<file path="config.mk">
export PLATFORM = sky130hd
export DESIGN_NAME = mc_sequencer_flat
export DESIGN_NICKNAME = d
export VERILOG_FILES = /design/src/rtl/mc_sequencer_if.sv /design/src/rtl/mc_sequencer.sv /design/src/flat_wrapper.sv
export SDC_FILE = /design/constraint.sdc
export NUM_CORES = 1
export LEC_CHECK = 0
export ABC_AREA = 1
export BUFFER_PORTS_ARGS = -buffer_cell sky130_fd_sc_hd__buf_2
export CORE_MARGIN = 5
export CORE_UTILIZATION = 25
export DETAILED_ROUTE_END_ITERATION = 10
export GPL_TIMING_DRIVEN = 1
export PLACE_DENSITY_LB_ADDON = 0.08
export SLEW_MARGIN = 20
export SYNTH_ARGS = -nofsm -noshare
export SYNTH_HDL_FRONTEND = slang
export SYNTH_SLANG_ARGS = --single-unit
</file>
<file path="constraint.sdc">
create_clock -name clk -period 3.9 [get_ports clk]
set_input_delay 0.195 -clock clk [delete_from_list [all_inputs] [get_ports clk]]
set_output_delay 0.195 -clock clk [all_outputs]
set_load 0.02 [all_outputs]
</file>
<file path="src/rtl/mc_sequencer_if.sv">
// Control bus between the multicycle sequencer and its datapath/memory side.
// master: the sequencer. slave: the datapath, memory and run control.
interface mc_sequencer_if;
  logic        run_i;
  logic [5:0]  op_i;
  logic [5:0]  funct_i;
  logic        mem_ready_i;
  logic [2:0]  state_o;
  logic        mem_req_o;
  logic        mem_we_o;
  logic        iord_o;
  logic        ir_write_o;
  logic        pc_write_o;
  logic        pc_cond_o;
  logic        reg_we_o;
  logic        retire_o;
  logic        err_o;
  logic [31:0] instr_cnt_o;

  modport master (
    input  run_i, op_i, funct_i, mem_ready_i,
    output state_o, mem_req_o, mem_we_o, iord_o, ir_write_o, pc_write_o,
           pc_cond_o, reg_we_o, retire_o, err_o, instr_cnt_o
  );

  modport slave (
    output run_i, op_i, funct_i, mem_ready_i,
    input  state_o, mem_req_o, mem_we_o, iord_o, ir_write_o, pc_write_o,
           pc_cond_o, reg_we_o, retire_o, err_o, instr_cnt_o
  );
endinterface

</file>
<file path="src/rtl/mc_sequencer.sv">
// Multicycle MIPS-style control sequencer: FETCH/DECODE/EXEC/MEM/WB with a
// memory-handshake watchdog, sticky fault state and retired-instruction count.
module mc_sequencer #(
  parameter int unsigned WDOG = 15
) (
  input  logic           clk,
  input  logic           rst,
  mc_sequencer_if.master bus
);

  localparam int unsigned    WW     = $clog2(WDOG + 2);
  localparam logic [WW-1:0]  WDOG_C = WW'(WDOG);

  localparam logic [2:0] S_IDLE   = 3'd0;
  localparam logic [2:0] S_FETCH  = 3'd1;
  localparam logic [2:0] S_DECODE = 3'd2;
  localparam logic [2:0] S_EXEC   = 3'd3;
  localparam logic [2:0] S_MEM    = 3'd4;
  localparam logic [2:0] S_WB     = 3'd5;
  localparam logic [2:0] S_ERR    = 3'd6;

  logic [2:0]    state;
  logic [2:0]    state_nxt;
  logic [WW-1:0] wd_cnt;
  logic          wd_hit;
  logic [31:0]   instr_cnt;

  logic is_legal;
  logic is_branch;
  logic is_jump;
  logic is_link;
  logic is_lw;
  logic is_sw;
  logic rt_legal;

  logic mem_req;
  logic mem_we;
  logic iord;
  logic ir_write;
  logic pc_write;
  logic pc_cond;
  logic reg_we;
  logic retire;

  assign wd_hit = (wd_cnt == WDOG_C);

  // Instruction classification from the opcode/funct fields of the IR
  always_comb begin
    rt_legal  = 1'b0;
    is_legal  = 1'b0;
    is_branch = 1'b0;
    is_jump   = 1'b0;
    is_link   = 1'b0;
    is_lw     = 1'b0;
    is_sw     = 1'b0;
    case (bus.funct_i)
      6'b100000, 6'b100010, 6'b100100, 6'b100101, 6'b100110, 6'b100111,
      6'b101010, 6'b101011, 6'b000000, 6'b000010, 6'b000011, 6'b000100,
      6'b000110, 6'b000111, 6'b001000, 6'b001001: rt_legal = 1'b1;
      default: rt_legal = 1'b0;
    endcase
    case (bus.op_i)
      6'b000000: begin
        is_legal = rt_legal;
        is_jump  = (bus.funct_i == 6'b001000);
        is_link  = (bus.funct_i == 6'b001001);
      end
      6'b000010: begin is_legal = 1'b1; is_jump = 1'b1; end
      6'b000011: begin is_legal = 1'b1; is_link = 1'b1; end
      6'b000100, 6'b000101, 6'b000110, 6'b000111: begin
        is_legal  = 1'b1;
        is_branch = 1'b1;
      end
      6'b001000, 6'b001010, 6'b001100, 6'b001101, 6'b001110, 6'b001111:
        is_legal = 1'b1;
      6'b100011: begin is_legal = 1'b1; is_lw = 1'b1; end
      6'b101011: begin is_legal = 1'b1; is_sw = 1'b1; end
      default: is_legal = 1'b0;
    endcase
  end

  // Next-state selection and per-state strobes (FETCH/MEM are Mealy on mem_ready_i)
  always_comb begin
    state_nxt = state;
    mem_req   = 1'b0;
    mem_we    = 1'b0;
    iord      = 1'b0;
    ir_write  = 1'b0;
    pc_write  = 1'b0;
    pc_cond   = 1'b0;
    reg_we    = 1'b0;
    retire    = 1'b0;
    case (state)
      S_IDLE: if (bus.run_i) state_nxt = S_FETCH;
      S_FETCH: begin
        mem_req = 1'b1;
        if (bus.mem_ready_i) begin
          ir_write  = 1'b1;
          pc_write  = 1'b1;
          state_nxt = S_DECODE;
        end else if (wd_hit) begin
          state_nxt = S_ERR;
        end
      end
      S_DECODE: state_nxt = is_legal ? S_EXEC : S_ERR;
      S_EXEC: begin
        if (is_branch) begin
          pc_cond = 1'b1;
          retire  = 1'b1;
        end else if (is_jump) begin
          pc_write = 1'b1;
          retire   = 1'b1;
        end else if (is_link) begin
          pc_write = 1'b1;
          reg_we   = 1'b1;
          retire   = 1'b1;
        end else if (is_lw || is_sw) begin
          state_nxt = S_MEM;
        end else begin
          state_nxt = S_WB;
        end
      end
      S_MEM: begin
        mem_req = 1'b1;
        iord    = 1'b1;
        mem_we  = is_sw;
        if (bus.mem_ready_i) begin
          if (is_sw) retire = 1'b1;
          else       state_nxt = S_WB;
        end else if (wd_hit) begin
          state_nxt = S_ERR;
        end
      end
      S_WB: begin
        reg_we = 1'b1;
        retire = 1'b1;
      end
      S_ERR: state_nxt = S_ERR;
      default: state_nxt = S_ERR;
    endcase
    // run_i is only consulted at an instruction boundary
    if (retire) state_nxt = bus.run_i ? S_FETCH : S_IDLE;
  end

  // State register
  always_ff @(posedge clk or posedge rst) begin
    if (rst) state <= S_IDLE;
    else     state <= state_nxt;
  end

  // Watchdog: counts wait cycles of the current FETCH/MEM handshake, zero otherwise
  always_ff @(posedge clk or posedge rst) begin
    if (rst)
      wd_cnt <= '0;
    else if ((state == S_FETCH || state == S_MEM) && !bus.mem_ready_i)
      wd_cnt <= wd_cnt + 1'b1;
    else
      wd_cnt <= '0;
  end

  // Retired-instruction counter, wraps naturally at 32 bits
  always_ff @(posedge clk or posedge rst) begin
    if (rst)         instr_cnt <= '0;
    else if (retire) instr_cnt <= instr_cnt + 32'd1;
  end

  assign bus.state_o     = state;
  assign bus.mem_req_o   = mem_req;
  assign bus.mem_we_o    = mem_we;
  assign bus.iord_o      = iord;
  assign bus.ir_write_o  = ir_write;
  assign bus.pc_write_o  = pc_write;
  assign bus.pc_cond_o   = pc_cond;
  assign bus.reg_we_o    = reg_we;
  assign bus.retire_o    = retire;
  assign bus.err_o       = (state == S_ERR);
  assign bus.instr_cnt_o = instr_cnt;

endmodule

</file>
<file path="src/flat_wrapper.sv">
// flat-port wrapper written by rule: the top's interface ports become plain ports
module mc_sequencer_flat 
#(
  parameter int unsigned WDOG = 15
)
  (clk, rst, bus_run_i, bus_op_i, bus_funct_i, bus_mem_ready_i, bus_state_o, bus_mem_req_o, bus_mem_we_o, bus_iord_o, bus_ir_write_o, bus_pc_write_o, bus_pc_cond_o, bus_reg_we_o, bus_retire_o, bus_err_o, bus_instr_cnt_o);
  mc_sequencer_if bus_i ();
  input  logic clk;
  input  logic rst;
  input wire logic [$bits(bus_i.run_i)-1:0] bus_run_i;
  input wire logic [$bits(bus_i.op_i)-1:0] bus_op_i;
  input wire logic [$bits(bus_i.funct_i)-1:0] bus_funct_i;
  input wire logic [$bits(bus_i.mem_ready_i)-1:0] bus_mem_ready_i;
  output wire logic [$bits(bus_i.state_o)-1:0] bus_state_o;
  output wire logic [$bits(bus_i.mem_req_o)-1:0] bus_mem_req_o;
  output wire logic [$bits(bus_i.mem_we_o)-1:0] bus_mem_we_o;
  output wire logic [$bits(bus_i.iord_o)-1:0] bus_iord_o;
  output wire logic [$bits(bus_i.ir_write_o)-1:0] bus_ir_write_o;
  output wire logic [$bits(bus_i.pc_write_o)-1:0] bus_pc_write_o;
  output wire logic [$bits(bus_i.pc_cond_o)-1:0] bus_pc_cond_o;
  output wire logic [$bits(bus_i.reg_we_o)-1:0] bus_reg_we_o;
  output wire logic [$bits(bus_i.retire_o)-1:0] bus_retire_o;
  output wire logic [$bits(bus_i.err_o)-1:0] bus_err_o;
  output wire logic [$bits(bus_i.instr_cnt_o)-1:0] bus_instr_cnt_o;
  assign bus_i.run_i = bus_run_i;
  assign bus_i.op_i = bus_op_i;
  assign bus_i.funct_i = bus_funct_i;
  assign bus_i.mem_ready_i = bus_mem_ready_i;
  assign bus_state_o = bus_i.state_o;
  assign bus_mem_req_o = bus_i.mem_req_o;
  assign bus_mem_we_o = bus_i.mem_we_o;
  assign bus_iord_o = bus_i.iord_o;
  assign bus_ir_write_o = bus_i.ir_write_o;
  assign bus_pc_write_o = bus_i.pc_write_o;
  assign bus_pc_cond_o = bus_i.pc_cond_o;
  assign bus_reg_we_o = bus_i.reg_we_o;
  assign bus_retire_o = bus_i.retire_o;
  assign bus_err_o = bus_i.err_o;
  assign bus_instr_cnt_o = bus_i.instr_cnt_o;
  mc_sequencer #(.WDOG(WDOG)) u_core (.clk(clk), .rst(rst), .bus(bus_i));
endmodule
</file>
==> results.json, run 1 <==
{
  "status": "complete, no violations",
  "area_delta_synth_final_pct": 18.8,
  "drc": 0,
  "cts_sinks": 40,
  "tightestPinTransition_ps": 567,
  "syn_inst": 414,
  "vias_per_cell": 4.42,
  "dp_hpwl_mm": 6.44,
  "slew_headroom_pct": 62.2,
  "p_leak_nw": 1.65,
  "ir_drop_mv": 0.188,
  "synth_cell_types": 29,
  "dr.pass1.iters": 4,
  "power_mw": 1.50,
  "syn_area_per_cell_um2": 6.72,
  "io_pins": 60,
  "finalHoldViolations": 0,
  "arrival_ps": 2060,
  "holdBufCountCts": 0,
  "cp_top_family": "simple AND/OR/NAND/NOR gates",
  "synth_top_cell_by_area": "dfrtp_1",
  "ctsResizeCount": 0,
  "clock.fmax_mhz": 443,
  "clockBufferDepth": 2,
  "grt_pass1_vias": 2643,
  "coreArea_um2": 10900,
  "root_buffer": "clkbuf_8",
  "cpMostUsedCell": "nand2_1",
  "async_reset_ff_share_pct": 100,
  "power_density_nw_per_um2": 453,
  "grt_use_total_pct": 12.8,
  "routabilityCongestion": 0.839,
  "io_buffers": 59,
  "setup_violations": 0,
  "slowest_stage": "dfrtp_1",
  "die_x_um": 115,
  "row_count": 38,
  "crit_path_start_kind": "flip-flop",
  "grt_max_degree": 46,
  "critPathRequiredTime_ps": 3700,
  "timing.final.crit_share_pct": 57.9,
  "setup_ws_ps": 1640,
  "dieArea_um2": 13300,
  "cap_viol_max_count": 0,
  "path_buf_inv": 1,
  "slew_viol_final": 0,
  "n_antenna_cell": 0,
  "final_common_cell": "nand2_1",
  "worstSetupEndpointType": "output pin",
  "synthTopCellsByArea": "dfrtp_1 36%, nand2_1 19%, nor2_1 9.3%",
  "synth_top_area_share_pct": 36.0,
  "dp_cells": 607,
  "ys.flop_type": "dfrtp_1",
  "grt_antenna_before_repair": 0,
  "routedWlPerCell_um": 13.5,
  "post-cts-setup-buffers": 0,
  "overflow": 0,
  "finalCriticalPeriod_ps": 2260,
  "netlist_area_um2": 2780,
  "ant_nets": 0,
  "cts_tree": "done",
  "grt_pass1_wl_mm": 13.5,
  "cts_buffers": 5,
  "synthesis.nets": 433,
  "nNetsFinal": 493,
  "vias": 2718,
  "drive_above_1_share_pct": 17.5,
  "yosysSeqAreaShare_pct": 36.0,
  "h-tree-depth": 2,
  "totalWireLength_mm": 8.29,
  "final_cells": 615,
  "clk_pin_slew_worst_paths_ps": 90,
  "die_h_um": 115,
  "pre_cts_slack_ps": 1770,
  "critical_path.cell_chain": "nand2_1 > nor2_2 > nand3_2 > nand2_1 > a21oi_2 > nand3_4 > buf_2",
  "synth_edf_count": 0,
  "finalClockSkew_ps": 5.95,
  "hold_class": "in2async",
  "drtIter0Drc": 128,
  "max_stage_delay_ps": 480,
  "synth-seq-cells": 40,
  "clk_latency_ps": 300,
  "initial_core_util_pct": 25.5,
  "crit_type": "reg2out",
  "grt_setup_unrepaired": "false",
  "yosys_warnings": 0,
  "final_cell_mix": "143 x nand2_1, 69 x nor2_1, 59 x buf_2",
  "fin_setup_tns_ps": 0,
  "critPathMaxFanout": 45
}
[sequential cells by signal, summed over array words and instances, names as in the netlist]
signal                  flops
u_core.bus.state_o          3
u_core.wd_cnt               5
u_core.bus.instr_cnt_o     32
[final cells by class]
type | instances | area, µm²
inverters | 43 | 164
flip-flops and latches | 40 | 1000
well taps | 140 | 175
multi-input cells | 324 | 1550
clock buffers | 5 | 68.8
repair buffers | 60 | 303
fillers | 1211 | 7580
clock inverters | 3 | 42.5
[logic make-up (layout without fill, tap and decap cells)]
logic type / count (synthesis) / in the layout / synth area share (%)
fa+ha+maj: 3 / 3 / 1.35
buf+inv: 50 / 111 / 8.32
flops: 40 / 40 / 36.0
xor+xnor: 25 / 25 / 8.14
compound gates: 31 / 31 / 6.39
simple gates: 265 / 265 / 39.8
[per-layer routing]
metal  vias to the layer above  global-route usage [%]  wire length, µm
met5                         -                       0                0
met4                         0                    3.60              159
met3                        10                    2.56              436
met2                        69                    20.9             3760
met1                      1221                    17.1             3940
li1                       1418                       -                -
[synth_stat cells, drive strengths merged, types with 2 or more instances]
cell and count:
xnor2 8, ha 3, inv 43, nand2 143
nand3b 3, nand4 4, buf 7, dfrtp 40
nor3 13, nor3b 2, nor2 73, o21ai 24
a21oi 5, xor2 17, nand3 26
[worst paths after layout]
kind | start | to | depth (start not counted) | slack (ps)
min in group clk | bus_run_i | u_core.bus.state_o[0]$_DFFE_PP0P_ | 5 | 230
max | u_core.bus.state_o[0]$_DFFE_PP0P_ | bus_retire_o | 7 | 1640
max reg2reg | u_core.bus.state_o[0]$_DFFE_PP0P_ | u_core.bus.instr_cnt_o[14]$_DFFE_PP0P_ | 9 | 1770
max in group asynchronous | rst | u_core.bus.instr_cnt_o[15]$_DFFE_PP0P_ | 3 | 3500
min | rst | u_core.bus.instr_cnt_o[18]$_DFFE_PP0P_ | 3 | 30
min reg2reg | u_core.wd_cnt[0]$_DFF_PP0_ | u_core.wd_cnt[0]$_DFF_PP0_ | 1 | 470
[metrics by stage]
| step | hold WS, ps | util, % | instance area (µm²) |
|---|---|---|---|
| 2_1_floorplan | 408 | - | 2780 |
| 3_3_place_gp | 367 | 29.3 | 3190 |
| 3_5_place_dp | 372 | 29.3 | 3190 |
| 4_1_cts | 44.4 | 30.3 | 3300 |
| 5_1_grt | 63.9 | 30.3 | 3300 |
| 6_report | 26.0 | 30.3 | 3300 |
[where the power goes]
part           switching [mW]  total [mW]  internal, mW
Combinational           0.395       0.575         0.180
Clock                   0.161       0.351         0.190
Sequential             0.0973       0.570         0.472
Total                   0.654        1.50         0.842
[worst reg2reg max path: stages (launching register included)]
cell	delay, ps
dfrtp_1	480
nand2_1	130
nor2_2	60
nand3_2	80
nand2_1	60
a21oi_2	150
nand3_4	450
inv_4	470
nand2_1	120
o21ai_2	70
Note: power is estimated with default switching activity, not from simulation.
==> run 2, diff against run 1 <==
==> constraint.sdc (replaced) <==
create_clock -name clk -period 1.92 [get_ports clk]
set_input_delay 0.096 -clock clk [delete_from_list [all_inputs] [get_ports clk]]
set_output_delay 0.096 -clock clk [all_outputs]
set_load 0.02 [all_outputs]
==> results.json, run 2 (synthesis gave the netlist of run 1 again) <==
{
  "crit_path_start_kind": "flip-flop",
  "grt_pass1_wl_mm": 14.0,
  "routedWlPerCell_um": 13.7,
  "totalWireLength_mm": 8.57,
  "cts_tree": "done",
  "final_util_pct": 31.2,
  "worstHoldPathCells": 5,
  "dr.pass1.iters": 4,
  "drc": 0,
  "critPathMaxFanout": 9,
  "ir_drop_mv": 0.426,
  "grt_pass1_vias": 2727,
  "r2r_start": "u_core.bus.state_o[0]$_DFFE_PP0P_",
  "slowest_stage": "dfrtp_2",
  "highest_layer": "met4",
  "hold_end": "u_core.bus.state_o[0]$_DFFE_PP0P_",
  "io_pins": 60,
  "crit_type": "reg2out",
  "initial_core_util_pct": 25.5,
  "status": "complete, no violations",
  "critPathRequiredTime_ps": 1820,
  "finalCriticalPeriod_ps": 1720,
  "cap_viol_max_count": 0,
  "timing.final.crit_share_pct": 89.3,
  "setup_violations": 0,
  "drive_above_1_share_pct": 19.3,
  "area_delta_synth_final_pct": 22.1,
  "drtIter0Drc": 169,
  "r2r_end": "u_core.bus.instr_cnt_o[6]$_DFFE_PP0P_",
  "wl_met2_mm": 3.97,
  "wl_met1_mm": 3.93,
  "reg2reg_depth": 10,
  "clk_latency_ps": 300,
  "die_x_um": 115,
  "finalHoldViolations": 0,
  "n_antenna_cell": 0,
  "nNetsFinal": 504,
  "tightestPinTransition_ps": 552,
  "row_count": 38,
  "largest_reg_flops": 32,
  "final_common_cell": "nand2_1",
  "power_density_nw_per_um2": 916,
  "cts_buffers": 5,
  "dieArea_um2": 13300,
  "finalClockSkew_ps": 11.8,
  "routabilityCongestion": 0.814,
  "vias_per_cell": 4.40,
  "dpl-instance-area_um2": 3240,
  "regToRegSetupSlack_ps": 240,
  "slew_headroom_pct": 63.2,
  "worstSetupEndpointType": "output pin",
  "hold_class": "in2reg",
  "clockBufferDepth": 2,
  "fin_area_um2": 3400,
  "io_buffers": 59,
  "h-tree-depth": 2,
  "dp_hpwl_mm": 6.83,
  "overflow": 0,
  "fin_setup_tns_ps": 0,
  "ant_nets": 0,
  "clk_pin_slew_worst_paths_ps": 80,
  "arrival_ps": 1620,
  "slew_viol_final": 0,
  "clock.fmax_mhz": 583,
  "min-delay-start": "bus_run_i",
  "cp_top_family": "simple AND/OR/NAND/NOR gates",
  "root_buffer": "clkbuf_8",
  "max_stage_delay_ps": 480,
  "cts_sinks": 40,
  "coreArea_um2": 10900,
  "path_buf_inv": 1,
  "grt_setup_unrepaired": "false",
  "wl_met3_um": 596,
  "grt_use_total_pct": 13.3,
  "p_leak_nw": 1.71,
  "grt_max_degree": 41,
  "die_h_um": 115,
  "critical_path.cell_chain": "nor2_2 > nand3_1 > nor2_1 > a21oi_2 > nand3_4 > buf_2",
  "final_cell_mix": "143 x nand2_1, 69 x nor2_1, 59 x buf_2",
  "vias": 2755,
  "grt_antenna_before_repair": 0
}
-- run 2: report_power, final --
part           switching, mW  internal, mW  leakage, nW
sequential             0.160         0.962        0.542
combinational          0.879         0.493         1.12
clock                  0.328         0.288       0.0510
-- run 2: worst max-delay path by stage --
| stage | startpoint | slack [ps] | end | depth (start not counted) |
|---|---|---|---|---|
| floorplan | u_core.bus.state_o[0]$_DFFE_PP0P_ | 70 | u_core.wd_cnt[2]$_DFF_PP0_ | 8 |
| global placement | u_core.bus.state_o[0]$_DFFE_PP0P_ | 130 | u_core.bus.instr_cnt_o[13]$_DFFE_PP0P_ | 9 |
| detailed placement | u_core.bus.state_o[0]$_DFFE_PP0P_ | 130 | u_core.bus.instr_cnt_o[16]$_DFFE_PP0P_ | 9 |
| CTS | u_core.bus.state_o[0]$_DFFE_PP0P_ | 40 | bus_retire_o | 6 |
| global route | u_core.bus.state_o[2]$_DFFE_PP0P_ | 50 | bus_pc_write_o | 6 |
| finish | u_core.bus.state_o[0]$_DFFE_PP0P_ | 200 | bus_retire_o | 6 |
-- run 2: per-layer routing --
layer / up-vias / global-route usage, %
met2: 62 / 22.9
met5: - / 0
met1: 1251 / 17.3
met3: 8 / 2.82
li1: 1434 / -
met4: 0 / 2.82
-- run 2: stage by stage --
stage	power [mW]	hold WS (ps)	std cells	worst slack [ps]
6_report	3.11	118	626	205
5_1_grt	3.36	175	626	52.0
4_1_cts	3.10	112	621	42.2
3_5_place_dp	2.47	274	612	134
3_3_place_gp	2.47	274	612	135
2_1_floorplan	2.05	309	414	75.0
-- run 2: worst reg2reg max path, cell delays in order, from the launching register on --
cell     delay, ps
dfrtp_2        480
nand2_1        110
nor2_2          60
nand3_2         70
nand2_1         60
a21oi_2        140
nand3_4        170
buf_12         180
buf_12         140
o21ai_0         70
o21ai_1         80
-- run 2: cell type report --
type	instances	area [µm²]
clock inverters	2	10.0
repair buffers	71	413
fillers	1240	7490
multi-input cells	324	1550
inverters	43	164
flip-flops and latches	40	1000
clock buffers	6	82.6
well taps	140	175
-- run 2: repair_timing --
item	CTS	global route
cloned	0	0
resized for setup	1	0
hold buffers	1	0
pin swaps	0	1
hold endpoints to repair	40	0
setup endpoints to repair	1	3
buffers inserted	0	5
==> run 3, diff against run 2 <==
--- a/config.mk
+++ b/config.mk
@@ -5,14 +5,13 @@
 export SDC_FILE = /design/constraint.sdc
 export NUM_CORES = 1
 export LEC_CHECK = 0
-export ABC_AREA = 1
 export BUFFER_PORTS_ARGS = -buffer_cell sky130_fd_sc_hd__buf_2
 export CORE_MARGIN = 5
-export CORE_UTILIZATION = 25
+export CORE_UTILIZATION = 48
 export DETAILED_ROUTE_END_ITERATION = 10
 export GPL_TIMING_DRIVEN = 1
 export PLACE_DENSITY_LB_ADDON = 0.08
-export SLEW_MARGIN = 20
+export SLEW_MARGIN = 0
 export SYNTH_ARGS = -nofsm -noshare
 export SYNTH_HDL_FRONTEND = slang
 export SYNTH_SLANG_ARGS = --single-unit
==> results.json, run 3 <==
{
  "io_pins": 60,
  "power_density_nw_per_um2": 1040,
  "synth_cell_types": 48,
  "nNetsFinal": 310,
  "syn_area_per_cell_um2": 10.5,
  "hold_class": "in2reg",
  "totalWireLength_mm": 5.17,
  "overflow": 0,
  "setup_ws_ps": 75.4,
  "synth_edf_count": 0,
  "critPathRequiredTime_ps": 1820,
  "vias": 1872,
  "hold_ws_ps": 107,
  "drive_above_1_share_pct": 35.3,
  "die_h_um": 79.3,
  "critPathMaxFanout": 8,
  "r2r_start": "u_core.bus.state_o[2]$_DFFE_PP0P_",
  "dp_hpwl_mm": 3.66,
  "critical_path.cell_chain": "and2b_1 > and3_2 > a22oi_4 > buf_12 > inv_2 > buf_2",
  "finalClockSkew_ps": 3.90,
  "synth_top_area_share_pct": 43.4,
  "routabilityCongestion": 0.814,
  "ant_nets": 0,
  "finalCriticalPeriod_ps": 1840,
  "yosysSeqAreaShare_pct": 43.4,
  "area_delta_synth_final_pct": 25.3,
  "grt_pass1_wl_mm": 8.90,
  "root_buffer": "clkbuf_8",
  "status": "complete, no violations",
  "final_cell_mix": "59 x buf_2, 40 x dfrtp_1, 18 x xnor2_1",
  "n_antenna_cell": 0,
  "p_leak_nw": 1.51,
  "cts_tree": "done",
  "cap_viol_max_count": 0,
  "ys.flop_type": "dfrtp_1",
  "grt_use_total_pct": 17.6,
  "grt_pass1_vias": 1849,
  "yosys_warnings": 0,
  "coreArea_um2": 4690,
  "fin_setup_tns_ps": 0,
  "clk_pin_slew_worst_paths_ps": 80,
  "h-tree-depth": 2,
  "slowest_stage": "dfrtp_1",
  "grt_max_degree": 41,
  "clock.fmax_mhz": 542,
  "row_count": 25,
  "critPathLaunch": "u_core.bus.state_o[1]$_DFFE_PP0P_",
  "drtIter0Drc": 70,
  "worstSetupEndpointType": "output pin",
  "min-delay-start": "bus_run_i",
  "synthesis.nets": 238,
  "async_reset_ff_share_pct": 100,
  "cp_top_family": "simple AND/OR/NAND/NOR gates",
  "syn_inst": 219,
  "routedWlPerCell_um": 14.9,
  "slew_viol_final": 0,
  "timing.final.crit_share_pct": 96.1,
  "synth_top_cell_by_area": "dfrtp_1",
  "drc": 0,
  "dp_cells": 332,
  "synth-seq-cells": 40,
  "dpl-instance-area_um2": 2690,
  "finalHoldViolations": 0,
  "clockBufferDepth": 2,
  "vias_per_cell": 5.41,
  "tightestPinTransition_ps": 633,
  "max_stage_delay_ps": 390,
  "synth_common_cells": "40 x dfrtp_1, 18 x xnor2_1, 17 x nand2_1, 16 x xor2_1, 14 x nor2_1",
  "arrival_ps": 1750,
  "die_x_um": 79.3,
  "final_common_cell": "buf_2",
  "clk_latency_ps": 290,
  "dr.pass1.iters": 6,
  "netlist_area_um2": 2310,
  "largest_reg_flops": 32,
  "fin_area_um2": 2890,
  "synthTopCellsByArea": "dfrtp_1 43%, xnor2_1 6.8%, xor2_1 6.1%",
  "cts_sinks": 40,
  "crit_type": "reg2out",
  "grt_antenna_before_repair": 0,
  "yosysMostFrequentCell": "dfrtp_1",
  "final_cells": 346,
  "setup_violations": 0,
  "path_buf_inv": 3,
  "io_buffers": 59,
  "dieArea_um2": 6290,
  "pre_cts_slack_ps": 97.0,
  "crit_path_start_kind": "flip-flop",
  "initial_core_util_pct": 49.2,
  "cts_buffers": 5,
  "slew_headroom_pct": 56.7,
  "regToRegSetupSlack_ps": 100,
  "ir_drop_mv": 0.415
}
[run 3: cell count changes after synthesis, sizes merged, moves of 5 or more]
cell | previous run | this run
nor4b | 0 | 8
nand3 | 26 | 13
and3 | 0 | 5
o21ai | 24 | 3
nor4 | 0 | 5
xnor2 | 8 | 18
nor2 | 73 | 14
nand2 | 143 | 17
nor3 | 13 | 8
inv | 43 | 10
nand4 | 4 | 11
[run 3: timing repair]
item	CTS	global route
pin swaps	0	1
gates resized for setup	0	3
gates cloned	1	0
hold buffers	1	0
buffers inserted	0	4
endpoints found under the setup margin	1	4
endpoints found under the hold margin	40	0
[run 3: through the flow]
stage          util [%]  power (mW)
2_1_floorplan         -        1.84
3_3_place_gp       57.3        2.22
3_5_place_dp       57.3        2.22
4_1_cts            60.5        2.98
5_1_grt            61.6        3.20
6_report           61.6        3.02
[run 3: metal layers]
metal	share of wire, %	global-route usage (%)	up-vias
met5	0	0	-
met4	1.2	5.15	0
met3	4.5	3.17	6
met2	46	28.0	49
met1	48	24.5	894
li1	-	-	923
[run 3: path summary, 6_finish.rpt]
check,end,cells past startpoint
max reg2reg,u_core.bus.instr_cnt_o[30]$_DFFE_PP0P_,6
min in group asynchronous,u_core.bus.instr_cnt_o[4]$_DFFE_PP0P_,4
min,u_core.bus.state_o[0]$_DFFE_PP0P_,3
max in group asynchronous,u_core.bus.state_o[2]$_DFFE_PP0P_,4
min reg2reg,u_core.wd_cnt[0]$_DFF_PP0_,1
max,bus_retire_o,6
[run 3: power breakdown]
part	switching [mW]	internal, mW	total, mW	leakage (nW)
sequential	0.0839	0.933	1.02	0.524
combinational	0.748	0.573	1.32	0.935
clock	0.298	0.384	0.682	0.0541
total	1.13	1.89	3.02	1.51
[run 3: cell families (layout without fill, tap and decap cells)]
kind of cell    count (synthesis)  in the layout  synth area share [%]
xor+xnor                       34             34                  12.9
buf+inv                        18             91                  4.07
fa+ha+maj                       3              3                  1.63
mux                             1              1                 0.488
compound gates                 24             24                  7.92
flops                          40             40                  43.4
simple gates                   99             99                  29.6
[run 3: final cells by class]
class / instances / area, µm²
multi-input cells: 161 / 1230
flip-flops and latches: 40 / 1000
repair buffers: 73 / 440
clock buffers: 5 / 68.8
well taps: 54 / 67.6
fillers: 439 / 1800
inverters: 10 / 37.5
clock inverters: 3 / 42.5
[run 3: worst min-delay path: stages]
cell and delay (ps):
buf_2 100, a21oi_1 110, a31oi_1 60
